==> config.mk <==
export PLATFORM = sky130hd
export DESIGN_NAME = mem_port_arbiter
export DESIGN_NICKNAME = d
export VERILOG_FILES = /design/src/rtl/mem_port_arbiter.sv
export SDC_FILE = /design/constraint.sdc
export NUM_CORES = 1
export LEC_CHECK = 0
export BUFFER_PORTS_ARGS = -buffer_cell sky130_fd_sc_hd__buf_2
export CORE_MARGIN = 2
export CORE_UTILIZATION = 50
export CTS_CLUSTER_SIZE = 12
export DETAILED_ROUTE_END_ITERATION = 16
export PLACE_DENSITY = 0.87
export SLEW_MARGIN = 20
export SYNTH_ARGS = -nofsm -noshare
export SYNTH_HDL_FRONTEND = slang
export SYNTH_SLANG_ARGS = --single-unit
export TNS_END_PERCENT = 10
==> constraint.sdc <==
create_clock -name clk -period 9.84 [get_ports clk]
set_clock_uncertainty 0.05 [all_clocks]
set_input_delay 0.492 -clock clk [delete_from_list [all_inputs] [get_ports clk]]
set_output_delay 0.492 -clock clk [all_outputs]
set_load 0.01 [all_outputs]
==> src/rtl/mem_port_arbiter.sv <==
// Round-robin arbiter sharing one single-port 64-bit memory between the
// instruction-fetch (32-bit, half-word select) and load/store data ports.
module mem_port_arbiter #(
  parameter int unsigned addr_bits = 6,
  parameter int unsigned mem_lat   = 1
) (
  input  logic                 clk,
  input  logic                 rst,
  input  logic                 i_req,
  input  logic [addr_bits:0]   i_addr,
  output logic [31:0]          i_rdata,
  output logic                 i_ack,
  input  logic                 d_req,
  input  logic                 d_we,
  input  logic [addr_bits-1:0] d_addr,
  input  logic [63:0]          d_wdata,
  output logic [63:0]          d_rdata,
  output logic                 d_ack,
  output logic                 m_en,
  output logic                 m_we,
  output logic [addr_bits-1:0] m_addr,
  output logic [63:0]          m_wdata,
  input  logic [63:0]          m_rdata
);

  localparam int unsigned CNT_W = (mem_lat > 1) ? $clog2(mem_lat) : 1;
  localparam logic [CNT_W-1:0] CNT_INIT = CNT_W'(mem_lat - 1);

  typedef enum logic [1:0] {IDLE, ACCESS, RESP} state_t;
  typedef enum logic {PORT_I, PORT_D} port_t;

  state_t               state_q, state_d;
  port_t                last_q, last_d, cur_q, cur_d;
  logic [CNT_W-1:0]     cnt_q, cnt_d;
  logic                 half_q, half_d;
  logic                 m_en_d, m_we_d;
  logic [addr_bits-1:0] m_addr_d;
  logic [63:0]          m_wdata_d, d_rdata_d;
  logic [31:0]          i_rdata_d;
  logic                 grant, grant_d;

  assign i_ack = (state_q == RESP) && (cur_q == PORT_I);
  assign d_ack = (state_q == RESP) && (cur_q == PORT_D);

  always_comb begin
    state_d   = state_q;
    last_d    = last_q;
    cur_d     = cur_q;
    cnt_d     = cnt_q;
    half_d    = half_q;
    m_en_d    = m_en;
    m_we_d    = m_we;
    m_addr_d  = m_addr;
    m_wdata_d = m_wdata;
    i_rdata_d = i_rdata;
    d_rdata_d = d_rdata;
    grant     = 1'b0;
    grant_d   = 1'b0;

    case (state_q)
      IDLE: begin
        grant   = i_req || d_req;
        grant_d = d_req && (!i_req || (last_q == PORT_I));
      end
      ACCESS: begin
        if (cnt_q != '0) begin
          cnt_d = cnt_q - 1'b1;
        end else begin
          state_d = RESP;
          m_en_d  = 1'b0;
          m_we_d  = 1'b0;
          if (cur_q == PORT_I)
            i_rdata_d = half_q ? m_rdata[63:32] : m_rdata[31:0];
          else if (!m_we)
            d_rdata_d = m_rdata;
        end
      end
      RESP: begin
        // The just-acked port still holds req from the finished transfer,
        // so only the opposite port may be granted here.
        state_d = IDLE;
        if (cur_q == PORT_I && d_req) begin
          grant   = 1'b1;
          grant_d = 1'b1;
        end else if (cur_q == PORT_D && i_req) begin
          grant   = 1'b1;
          grant_d = 1'b0;
        end
      end
      default: state_d = IDLE;
    endcase

    if (grant) begin
      state_d = ACCESS;
      m_en_d  = 1'b1;
      cnt_d   = CNT_INIT;
      if (grant_d) begin
        cur_d     = PORT_D;
        last_d    = PORT_D;
        m_addr_d  = d_addr;
        m_we_d    = d_we;
        m_wdata_d = d_wdata;
      end else begin
        cur_d     = PORT_I;
        last_d    = PORT_I;
        m_addr_d  = i_addr[addr_bits:1];
        m_we_d    = 1'b0;
        m_wdata_d = '0;
        half_d    = i_addr[0];
      end
    end
  end

  always_ff @(posedge clk or posedge rst) begin
    if (rst) begin
      state_q <= IDLE;
      last_q  <= PORT_I;
      cur_q   <= PORT_I;
      cnt_q   <= '0;
      half_q  <= 1'b0;
      m_en    <= 1'b0;
      m_we    <= 1'b0;
      m_addr  <= '0;
      m_wdata <= '0;
      i_rdata <= '0;
      d_rdata <= '0;
    end else begin
      state_q <= state_d;
      last_q  <= last_d;
      cur_q   <= cur_d;
      cnt_q   <= cnt_d;
      half_q  <= half_d;
      m_en    <= m_en_d;
      m_we    <= m_we_d;
      m_addr  <= m_addr_d;
      m_wdata <= m_wdata_d;
      i_rdata <= i_rdata_d;
      d_rdata <= d_rdata_d;
    end
  end

endmodule

Word level (Yosys, flattened, before mapping)
Index checks and enable logic that the tools add are counted.
W data, S select, Z words.
{"block": "word_totals", "wordCells": 55, "inputBits": 146, "out_inout_bits": 170, "register_bits": 173}
{"block": "classes", "eq_ne": 5, "n_mux": 20, "addsub": 1, "bitwise_logic": 4, "n_reduce_logical": 15}
{"op": "$mux W64", "n": 1}
{"op": "$mux W32", "n": 1}
{"op": "$mux W1", "n": 12}
{"op": "$mux W6", "n": 1}
{"op": "$reduce_and A2 Y1", "n": 3}
{"op": "$logic_and A1 B1 Y1", "n": 5}
{"op": "$mux W2", "n": 2}
{"op": "$not A1 Y1", "n": 4}
{"op": "$pmux W1 S2", "n": 2}
{"op": "$pmux W2 S2", "n": 1}
{"op": "$reduce_and A4 Y1", "n": 1}
{"op": "$ne A3 B3 Y1 const B", "n": 1}
{"op": "$reduce_and A3 Y1", "n": 1}
{"op": "$eq A2 B1 Y1 const B", "n": 1}
{"op": "$eq A2 B2 Y1 const B", "n": 1}
{"op": "$logic_not A2 Y1", "n": 1}
{"op": "$logic_or A1 B1 Y1", "n": 2}
{"op": "$ne A2 B1 Y1 const B", "n": 1}
{"op": "$ne A2 B2 Y1 const B", "n": 1}
{"op": "$reduce_bool A2 Y1", "n": 1}
{"op": "$logic_not A1 Y1", "n": 1}
{"op": "$sub A1 B1 Y1 const B", "n": 1}

Depth between registers and ports, before layout
{"block": "depth", "ltp_word": 6, "depth_mapped": 6, "depth_no_buf": 3}

Least setup slack after synthesis
No wires, ideal clock.
{"block": "synth_timing", "kind": "register to output", "start": "reg state_q[1]", "end": "out d_ack", "required_time_ns": 9.298, "n_path_buf": 3, "slack_ns": 8.143, "t_arrival_ns": 1.155, "path_stages_with_launch": 6, "cell_sequence": "dfrtp_1 buf_4 buf_2 buf_1 nand2_1 nor2_1"}
{"block": "synth_via", "elab_chain_len": 2}
{"item": "start: declaration", "line": "32", "rtl": "state_t state_q, state_d;"}
{"item": "start signal: assignment", "line": "128", "rtl": "state_q <= state_d;"}
{"item": "$eq A2 B2 Y1", "line": "43", "rtl": "assign d_ack = (state_q == RESP) && (cur_q == PORT_D);"}
{"item": "$logic_and A1 B1 Y1", "line": "43"}
{"item": "end: declaration", "line": "18", "rtl": "output logic d_ack,"}
Every way passes these cells.

Final worst setup path
{"block": "layout_timing", "start": "reg state_q[1]", "end": "reg m_addr[1]"}
{"block": "layout_via", "elab_chain_len": 3, "elab_cells_between_ends": 5, "cone_classes": "eq/ne (1); mux (3); reduce/logical (1)"}
{"item": "$eq A2 B2 Y1 or $logic_not A2 Y1 (tied branches)", "line": "60", "rtl": "case (state_q)"}
{"item": "$pmux W1 S2", "line": "60"}
{"item": "$mux W6", "line": "97", "rtl": "if (grant_d) begin"}
{"item": "end signal: assignment", "line": "135", "rtl": "m_addr <= m_addr_d;"}
{"item": "end: declaration", "line": "21", "rtl": "output logic [addr_bits-1:0] m_addr,"}
Several ways; a longest one is shown, not always the timed one.
A chain may end at the register's enable or synchronous reset.

==> results.md <==
* Status: complete, no violations
* Max Buffers Root-to-Sink at 2
* Multi-input gate area at 4111 um2
* Ys async rst share at 100.0%
* Storage cell area at 4308 um2
* Resized cells post-CTS at 0
* Root buffer cell: clkbuf_16
* Post-Syn Area at 8836 um2
* Crit Reg-Reg Startpoint: state_q[1]$_DFFE_PP0P_
* Max-Cap Viols at 0
* Worst R2R Path Depth at 5
* DRC viols at 0
* Worst VDD drop at 0.2417 mV
* Crit path largest cell delay at 0.64 ns
* Highest Signal Layer: met4
* Top-Level Pins at 316
* Period Utilization, post-route at 25.43%
* Critical Path Most Common Cell: buf_4
* Maximum level of the CTS H-tree at 4
* Clock power share at 18.4%
* Mapped Cells at 864
* Placed Cells incl. Taps at 1333
* Core Area at 17300 um2
* Kind of critical path: flop to flop
* Leading cell type in the layout, fill and taps excluded: buf_2
* Routed length on met1 at 10660 um
* Gr ovfl total at 0
* Clock Latency Late Sink at 0.42 ns
* Die Y at 136.9 um
* Final WL at 26130 um
* Die width at 136.9 um
* First-pass GRT wire length at 39900 um
* Tot Pwr at 3.679 mW
* CP max stage cell: buf_4
* Worst-margin pin slew at 1.039 ns
* FMAX at 399.7 MHz
* Worst-path fanout max at 73
* Worst-path clk slew at 0.07 ns
* Worst hold slack at 0.1642 ns
* Total CTS buffers at 17
* Layout cells sized above 1 at 38.02%
* Reg-to-Reg End: m_addr[1]$_DFFE_PP0P_
* Req. time, crit path at 10.14 ns
* FF+latch count, synth at 172
* Crit. path cell count at 5
* Worst hold path class: input pin to asynchronous set/reset pin
* Die area at 18750 um2
* Share of power burned in registers at 35.9%
* Syn_nets at 1010
* Sequential cell area fraction in the yosys report at 48.71%
* Lkg Pwr at 5.340 nW
* Wire length on met3 at 2366 um
* Vias per cell at 5.706
* Initial core utilization at 51.09%
* Tmin final at 2.502 ns
* Post-synth EDFFs at 0
* Net switching power at 1.479 mW
* RSZ-0062 raised after global routing: no
* Filler cells at 1345
* Crit-path cells: buf_4 -> nor2b_4 -> buf_4 -> o21ai_0 -> nand4_1
* Vias in the first global route at 7555
* Reg-to-reg slack, setup at 7.34 ns
* Setup Viol. Count Final at 0
* # hold bufs at CTS at 0
* Crit path from: state_q[1]$_DFFE_PP0P_
* Post-synth cell types at 30
* Aggregate global-route resource usage at 27.09%
* Drt wl/cell at 19.12 um
* Combinational share of power at 45.7%
* Final hold viol count at 0
* Buffer count from post-CTS setup fixing at 0
* Max-slew violation count at 0
* DR iter-0 viols at 509
* Number of port buffers at 315
* CTS tree: yes
* Family with the most delay on the worst path: buffers and inverters
* Int Power at 2.199 mW
* Layout area overhead at 24.19%
* Worst setup path endpoint: m_addr[1]$_DFFE_PP0P_
* Initial antenna violation count at 3
* Post-detail-place hpwl at 16710 um
* Largest net degree at the start of global routing at 91
* Met2 routed WL at 12570 um
* Nets at 1273
* Via Count at 7800
* Synth warnings at 0
* Most frequent cells in the layout: buf_2 (315), dfrtp_1 (169), nand3_1 (142)
* Total iterations of the first detailed-routing run at 5
* CP bufs+invs at 2
* Std-Cell Rows at 48
* Pwr dens at 335.2 nW/um2
* Clk sink count at 172
* Final cell count without fillers at 1367
* GPL Wtd Cong at 0.8120
* Worst EP arrival at 2.80 ns
* Post-DRT Antenna Nets at 0
* Top FF cell, synth: dfrtp_1
* Rel. slew slack at 30.75%
* Critical Path Start Type: flop
* Avg Synthesized Cell Area at 10.23 um2
* Worst setup EP type: flop
* Setup TNS Final at 0 ns
* Net Sw Frac at 40.21%
[power by group through the flow]
stage | combinational (mW) | sequential [mW] | clock [mW]
global placement | 1.62 | 1.30 | 0
CTS | 1.68 | 1.31 | 0.684
floorplan | 1.03 | 1.39 | 0
finish | 1.68 | 1.32 | 0.676
detailed placement | 1.67 | 1.32 | 0
global route | 1.82 | 1.36 | 0.715
[cells in the mapped netlist, types with 20 or more instances]
master,number,share of area (%)
mux2i_1,32,3.6
mux2_4,60,10
dfrtp_1,172,49
a31oi_1,64,4.5
nor2_1,36,1.5
clkbuf_1,52,2.2
nor2b_1,73,5.2
and2_1,64,4.5
a21oi_1,34,1.9
buf_2,20,1.1
nand3_1,142,8.0
o21ai_0,77,4.4
[layer usage]
layer | global-route usage, % | vias up
li1 | - | 3588
met1 | 35.00 | 3791
met2 | 43.86 | 377
met3 | 7.593 | 44
met4 | 9.107 | 0
met5 | 0 | -
[cell type report]
type | instances | share of cell area, %
Clock buffer | 17 | 3.877
Tap cell | 225 | 2.566
Timing Repair Buffer | 326 | 15.19
Multi-Input combinational cell | 607 | 37.47
Inverter | 3 | 0.1482
Sequential cell | 172 | 39.26
Antenna cell | 3 | 0.06842
Clock inverter | 14 | 1.425
[flip-flops by register name (all words and copies together) (netlist names)]
signal	count
m_addr	6
i_rdata	32
cur_q	1
half_q	1
m_en	1
m_we	1
m_wdata	64
d_rdata	64
state_q	2
[through the flow]
stage | utilization [%] | instance area [um2] | setup WS, ns
2_1_floorplan | - | 8836 | 4.638
3_3_place_gp | 59.99 | 10380 | 7.161
3_5_place_dp | 59.99 | 10380 | 7.134
4_1_cts | 63.35 | 10960 | 7.145
5_1_grt | 63.44 | 10970 | 7.248
6_report | 63.44 | 10970 | 7.338
[worst min-delay path by stage]
stage	end	slack (ns)	depth (start not counted)	start
6_report	d_rdata[21]$_DFFE_PP0P_	0.16	2	rst
3_3_place_gp	d_rdata[30]$_DFFE_PP0P_	0.44	1	d_rdata[30]$_DFFE_PP0P_
4_1_cts	d_rdata[20]$_DFFE_PP0P_	0.19	2	rst
2_1_floorplan	state_q[1]$_DFFE_PP0P_	0.49	2	state_q[1]$_DFFE_PP0P_
5_1_grt	d_rdata[53]$_DFFE_PP0P_	0.23	2	rst
3_5_place_dp	d_rdata[28]$_DFFE_PP0P_	0.44	1	d_rdata[28]$_DFFE_PP0P_
[logic make-up (layout without fill, tap and decap cells)]
group,after synthesis,after routing,share of synthesized area [%]
buffers and inverters,85,360,5.126
other,0,3,0
AOI/OAI and AO/OA,179,179,11.19
muxes,97,97,14.46
DFF,172,172,48.71
and+or+nand+nor,331,331,20.52
No activity file was read; power rests on OpenSTA's default activity.
